File: config.mk
export PLATFORM = sky130hd
export DESIGN_NAME = peri_timer
export DESIGN_NICKNAME = d
export VERILOG_FILES = /design/src/rtl/peri_timer_pkg.sv /design/src/rtl/peri_prescaler.sv /design/src/rtl/peri_timer.sv
export SDC_FILE = /design/constraint.sdc
export NUM_CORES = 1
export LEC_CHECK = 0
export CAP_MARGIN = 20
export CORE_UTILIZATION = 30
export CTS_CLUSTER_SIZE = 20
export DETAILED_ROUTE_END_ITERATION = 8
export GPL_ROUTABILITY_DRIVEN = 0
export PLACE_DENSITY = 0.6
export SLEW_MARGIN = 10
export SYNTH_ARGS = -nofsm -noshare
export SYNTH_HDL_FRONTEND = slang
export SYNTH_SLANG_ARGS = --single-unit
File: constraint.sdc
create_clock -name iClk -period 7.7 [get_ports iClk]
set_clock_uncertainty 0.15 [all_clocks]
set_input_delay 0.77 -clock iClk [delete_from_list [all_inputs] [get_ports iClk]]
set_output_delay 0.77 -clock iClk [all_outputs]
set_load 0.02 [all_outputs]
File: src/rtl/peri_timer_pkg.sv
// peri_timer_pkg: shared timer register map, TCON bit positions and register selector
package peri_timer_pkg;
  localparam logic [31:0] TIMER_BASE = 32'h4000_0000;
  localparam int TCON_EN = 0;
  localparam int TCON_IE = 1;
  localparam int TCON_PEND = 2;
  typedef enum logic [1:0] {REG_TH, REG_TL, REG_TCON, REG_PSC} regSel_e;
endpackage

File: src/rtl/peri_prescaler.sv
// peri_prescaler: divides enabled cycles by psc+1 and emits a one-cycle tick
module peri_prescaler #(
  parameter int PSC_W = 8
) (
  input  logic             clk,
  input  logic             rst,
  input  logic             en,
  input  logic             clr,
  input  logic [PSC_W-1:0] psc,
  output logic             tick
);
  logic [PSC_W-1:0] cnt;
  assign tick = en && cnt == psc;
  always_ff @(posedge clk or posedge rst)
    if (rst) cnt <= '0;
    else cnt <= (clr || !en || tick) ? '0 : cnt + 1'b1;
endmodule

File: src/rtl/peri_timer.sv
// peri_timer: memory-mapped reload timer with prescaler and overflow interrupt
module peri_timer
  import peri_timer_pkg::*;
#(
  parameter logic [31:0] BASE_ADDR = TIMER_BASE,
  parameter int          PSC_W     = 8
) (
  input  logic        iClk,
  input  logic        iRst,
  input  logic        iRd,
  input  logic        iWr,
  input  logic [31:0] iAddr,
  input  logic [31:0] iWrData,
  output logic [31:0] oRdData,
  output logic        oAccessable,
  output logic        oIrq
);
  logic [31:0] th, tl, rdSel;
  logic [PSC_W-1:0] psc;
  logic en, ie, pend, tick, hit, wrTh, wrTl, wrTcon, wrPsc, overflow;
  regSel_e sel;
  assign hit = iAddr[31:4] == BASE_ADDR[31:4] && iAddr[1:0] == 2'b00;
  assign sel = regSel_e'(iAddr[3:2]);
  assign oAccessable = hit;
  assign wrTh = iWr && hit && sel == REG_TH;
  assign wrTl = iWr && hit && sel == REG_TL;
  assign wrTcon = iWr && hit && sel == REG_TCON;
  assign wrPsc = iWr && hit && sel == REG_PSC;
  // a bus write to TL overrides the tick, so it can never flag an overflow
  assign overflow = tick && !wrTl && tl == 32'hFFFF_FFFF;
  assign oIrq = pend & ie;
  peri_prescaler #(.PSC_W(PSC_W)) uPrescaler (
    .clk(iClk), .rst(iRst), .en(en), .clr(wrPsc), .psc(psc), .tick(tick)
  );
  always_ff @(posedge iClk or posedge iRst)
    if (iRst) begin
      th <= '0;
      tl <= '0;
      en <= 1'b0;
      ie <= 1'b0;
      pend <= 1'b0;
      psc <= '0;
    end else begin
      if (wrTh) th <= iWrData;
      if (wrTl) tl <= iWrData;
      else if (tick) tl <= tl == 32'hFFFF_FFFF ? th : tl + 1'b1;
      if (wrTcon) begin
        en <= iWrData[TCON_EN];
        ie <= iWrData[TCON_IE];
      end
      pend <= overflow | (pend & !(wrTcon && iWrData[TCON_PEND]));
      if (wrPsc) psc <= iWrData[PSC_W-1:0];
    end
  always_comb begin
    rdSel = sel == REG_TH   ? th :
            sel == REG_TL   ? tl :
            sel == REG_TCON ? {29'b0, pend, ie, en} : 32'(psc);
    oRdData = (iRd && hit) ? rdSel : '0;
  end
endmodule

# ---- Word-level counts from Yosys, hierarchy flattened
# Index checks and enable logic that the tools add are counted.
# W data, S select, Z words.
dict set report totals {
  output_inout_bits 34
  ff_bits 83
}
dict set report classes {
  n_eq_ne 6
  bitwise 3
  mux 8
  reduce_logical 19
  add_sub_neg 2
}
# operator n
set ops {}
lappend ops {{$mux W32} 6}
lappend ops {{$add A32 B1 Y32 const B} 1}
lappend ops {{$eq A32 B32 Y1 const B} 1}
lappend ops {{$eq A28 B27 Y1 const B} 1}
lappend ops {{$mux W8} 2}
lappend ops {{$logic_and A1 B1 Y1} 11}
lappend ops {{$add A8 B1 Y8 const B} 1}
lappend ops {{$eq A8 B8 Y1} 1}
lappend ops {{$eq A2 B2 Y1 const B} 2}
lappend ops {{$logic_not A2 Y1} 2}
lappend ops {{$logic_not A1 Y1} 3}
lappend ops {{$and A1 B1 Y1} 2}
lappend ops {{$eq A2 B1 Y1 const B} 1}
lappend ops {{$logic_or A1 B1 Y1} 2}
lappend ops {{$reduce_bool A2 Y1} 1}
lappend ops {{$or A1 B1 Y1} 1}

# ---- Logic depth before layout (Yosys ltp)
dict set report logic_depth {
  word_depth 8
  ltp_mapped 9
  depth_no_buf 7
}

# ---- Modules after synthesis
# A second synthesis with hierarchy kept.
dict set report hier_totals {
  hier_cells 539
  area_unflattened_um2 5282.6
}
# mod n_inst area_per_inst_um2 cells_each
set modules_own_cells {}
lappend modules_own_cells {peri_timer 1 4757.1 491}
lappend modules_own_cells {peri_prescaler 1 525.5 48}

# ---- Least setup slack after synthesis
# Ideal clock, no wire load.
dict set report synth_path {
  kind {input to output}
  from {input port iAddr[28]}
  to {output port oRdData[11]}
  t_required_ps 6780
  arrival_ps 2692
  path_stages 8
  path_slack_ps 4088
  path_cell_list {nor4b_1 -> nand4_1 -> nor2_2 -> nand2_1 -> or2_2 -> clkbuf_1 -> buf_2 -> nor2_1}
}
dict set report synth_via {
  elab_chain_len 4
}
# item line
set synth_rtl {}
lappend synth_rtl {{start, declared} peri_timer.sv:12} ;# input logic [31:0] iAddr,
lappend synth_rtl {{$eq A28 B27 Y1} peri_timer.sv:22} ;# assign hit = iAddr[31:4] == BASE_ADDR[31:4] && iAddr[1:0] == 2'b00;
lappend synth_rtl {{$logic_and A1 B1 Y1} peri_timer.sv:22}
lappend synth_rtl {{via oAccessable} peri_timer.sv:15} ;# output logic oAccessable,
lappend synth_rtl {{$logic_and A1 B1 Y1} peri_timer.sv:58} ;# oRdData = (iRd && hit) ? rdSel : '0;
lappend synth_rtl {{$mux W32} peri_timer.sv:58}
lappend synth_rtl {{end, declared} peri_timer.sv:14} ;# output logic [31:0] oRdData,
# The timed path passes the listed nets, and every way through them passes these cells.

# ---- Final worst setup path
dict set report layout_path {
  from {input port iAddr[11]}
  to {output port oRdData[15]}
}
dict set report layout_via {
  elab_chain_len 4
}
# item line
set layout_rtl {}
lappend layout_rtl {{$eq A28 B27 Y1} peri_timer.sv:22}
lappend layout_rtl {{$logic_and A1 B1 Y1} peri_timer.sv:22}
lappend layout_rtl {{$logic_and A1 B1 Y1} peri_timer.sv:58}
lappend layout_rtl {{$mux W32} peri_timer.sv:58}
# Every way passes these cells.

==> flow_summary.yaml <==
status:
  status: "finished clean"
worst_setup_path:
  reg2reg_from: "tl[0]"
  crit_type: "input pin to output port"
  critPathLaunchType: "input pin"
  cp.required_ns: 6.78
  crit_fanout: 24
  ff2ff_path_depth: 7
  r2r-end: "tl[29]"
  cp-end-kind: "output port"
  slowest_stage: "clkdlybuf4s50_1"
  rrSetupSlack_ns: 4.74
  cpPeakStageDelay_ns: 0.62
  crit_chain: "clkdlybuf4s50_1 > nor4_1 > nand4_1 > nor2_2 > nand2_1 > or2_2 > nor2_1 > clkdlybuf4s50_1"
  cp_common_cell: "clkdlybuf4s50_1"
  critPathArrivalTime_ns: 3.64
floorplanning:
  core.rowCount: 47
  design.die.area_um2: 17700
  coreArea_um2: 16700
  start_util_pct: 30.9
  die_w_um: 133
  die_h_um: 133
  io_pins: 102
sta:
  rsz0062_at_grt: "false"
  hold_slack_ns: 0.364
  relSlewSlack_pct: 24.5
  period_needed_ns: 4.56
  hold_violations: 0
  timing.final.crit_share_pct: 59.2
  max_freq_mhz: 219
  setup_viol: 0
  finalSetupTns_ns: 0
  tightestPinTransition_ns: 1.13
  maxSlewViolCount: 0
power_and_ir_drop:
  power_density_nw_per_um2: 135
  ir_drop_mv: 0.104
  leakage_uw: 0.00283
  p_total_uw: 894
place:
  dp.cells: 840
  dp_hpwl_mm: 10.7
  portBuffers: 101
logic_synthesis:
  ys.warnings.count: 0
  ys_ff_latch: 83
  synth_edf_count: 0
  ys_seq_area_share_pct: 40.3
  synth_ff_type: "dfrtp_1"
  synth_area_um2: 5150
  syn_avg_cell_area_um2: 9.42
  async_flop_share_pct: 100
  synth_cell_types: 58
  syn_nets: 617
  synthCells: 547
clocking:
  insertion_delay_ns: 0.34
  postCtsHoldBufs: 0
  cts_tree: "built"
  clock_path_buffers: 2
  clk_pin_slew_ns: 0.06
  cts_setup_buffers: 0
  cts_num_sinks: 83
  htree_levels: 3
  ctsResizeCount: 0
  cts_root_buffer: "clkbuf_16"
  numCtsBuffers: 9
layout:
  fin_cells: 857
  fin_util_pct: 39.6
  drive_above_1_share_pct: 7.85
  fill_cells: 1710
  layout_common_cells: "100 x clkdlybuf4s50_1, 83 x dfrtp_1, 68 x nor2_1, 38 x nand2_1, 35 x mux2i_1"
  final_common_cell: "clkdlybuf4s50_1"
  layout.nets: 702
  area_growth_pct: 28.5
  antenna_cells: 0
grt:
  antenna_found_initial: 0
  grt_pass1_vias: 4690
  globalRoute.totalOverflow: 0
  grt_pass1_wl_mm: 24.6
  gr-usage-all-layers_pct: 17.6
  grt_start_max_net_pins: 54
drt:
  dr.pass1.iters: 5
  num_vias: 4562
  ant_nets: 0
  vias_per_cell: 5.32
  wl_per_cell_um: 17.7
  drt_wl_total_mm: 15.2
  drtIter0Drc: 322
  drc: 0
flow_run:
  cap_violations: 0
hold_path:
  hold_start: "th[8]"
  whs_endpoint: "th[8]"
  hold_depth: 1
  hold_class: "register to register"
==> stage by stage <==
stage | setup WS [ns] | cell area [um2]
after CTS | 3.11 | 6590
after global routing | 2.87 | 6620
after global placement | 3.21 | 6330
after floorplan | 4.09 | 5150
after detailed placement | 3.11 | 6330
final | 3.14 | 6620
==> cell usage after synthesis, types with 14 or more instances <==
cell / count / area (um2)
and3_1: 19 / 119
dfrtp_1: 83 / 2080
mux2i_1: 35 / 350
o21ai_0: 25 / 125
nand3_1: 19 / 95.1
mux2_2: 14 / 158
clkbuf_1: 16 / 60.1
nor2_1: 68 / 255
nand4_1: 17 / 106
nand2_1: 38 / 143
a21oi_1: 32 / 160
mux2_1: 26 / 293
==> power by group <==
group / internal [uW] / switching (uW) / total [uW]
registers: 436 / 0.0000227 / 436
clock network: 217 / 175 / 392
logic: 37.4 / 28.5 / 65.9
total: 690 / 203 / 894
==> cells by family (layout without fill, tap and decap cells) <==
| family | Yosys count | after routing | synth area share, % |
|---|---|---|---|
| xor gates and xnor gates | 20 | 20 | 3.40 |
| adders and majority gates | 2 | 2 | 0.486 |
| AOI/OAI and AO/OA | 105 | 105 | 12.9 |
| and+or+nand+nor | 217 | 217 | 22.5 |
| buffers and inverters | 42 | 132 | 3.52 |
| DFF | 83 | 83 | 40.3 |
| muxes | 78 | 78 | 16.9 |
==> layout make-up <==
| type | count | area, um2 | share of cell area, % |
|---|---|---|---|
| Multi-Input combinational cell | 422 | 2910 | 43.9 |
| Sequential cell | 83 | 2080 | 31.4 |
| Timing Repair Buffer | 105 | 1060 | 16.0 |
| Tap cell | 220 | 275 | 4.16 |
| Clock buffer | 11 | 233 | 3.52 |
| Inverter | 11 | 42.5 | 0.643 |
| Clock inverter | 5 | 30.0 | 0.454 |
==> flip-flops by register name, summed over array words and instances, names as in the netlist <==
signal          flops
th                 32
en                  1
pend                1
tl                 32
psc                 8
ie                  1
uPrescaler.cnt      8
==> routing by layer <==
layer	vias up	track usage [%]	routed length (um)
li1	2190	-	-
met1	2262	23.4	7020
met2	92	29.3	7400
met3	18	2.49	502
met4	0	5.81	232
met5	-	0	0
==> worst max-delay path: cells and delay by family <==
family	cells	cell delay [ns]
buffers and inverters	2	1.02
AND/OR/NAND/NOR	6	1.83
==> worst max-delay path by stage <==
stage	to	startpoint	cells past startpoint	slack (ns)
after global placement	oRdData[13]	iAddr[11]	8	3.21
after detailed placement	oRdData[15]	iAddr[28]	8	3.11
final	oRdData[15]	iAddr[11]	8	3.14
after floorplan	oRdData[11]	iAddr[28]	8	4.09
after CTS	oRdData[15]	iAddr[28]	8	3.11
after global routing	oRdData[15]	iAddr[7]	8	2.87
(Power assumes the default switching activity.)
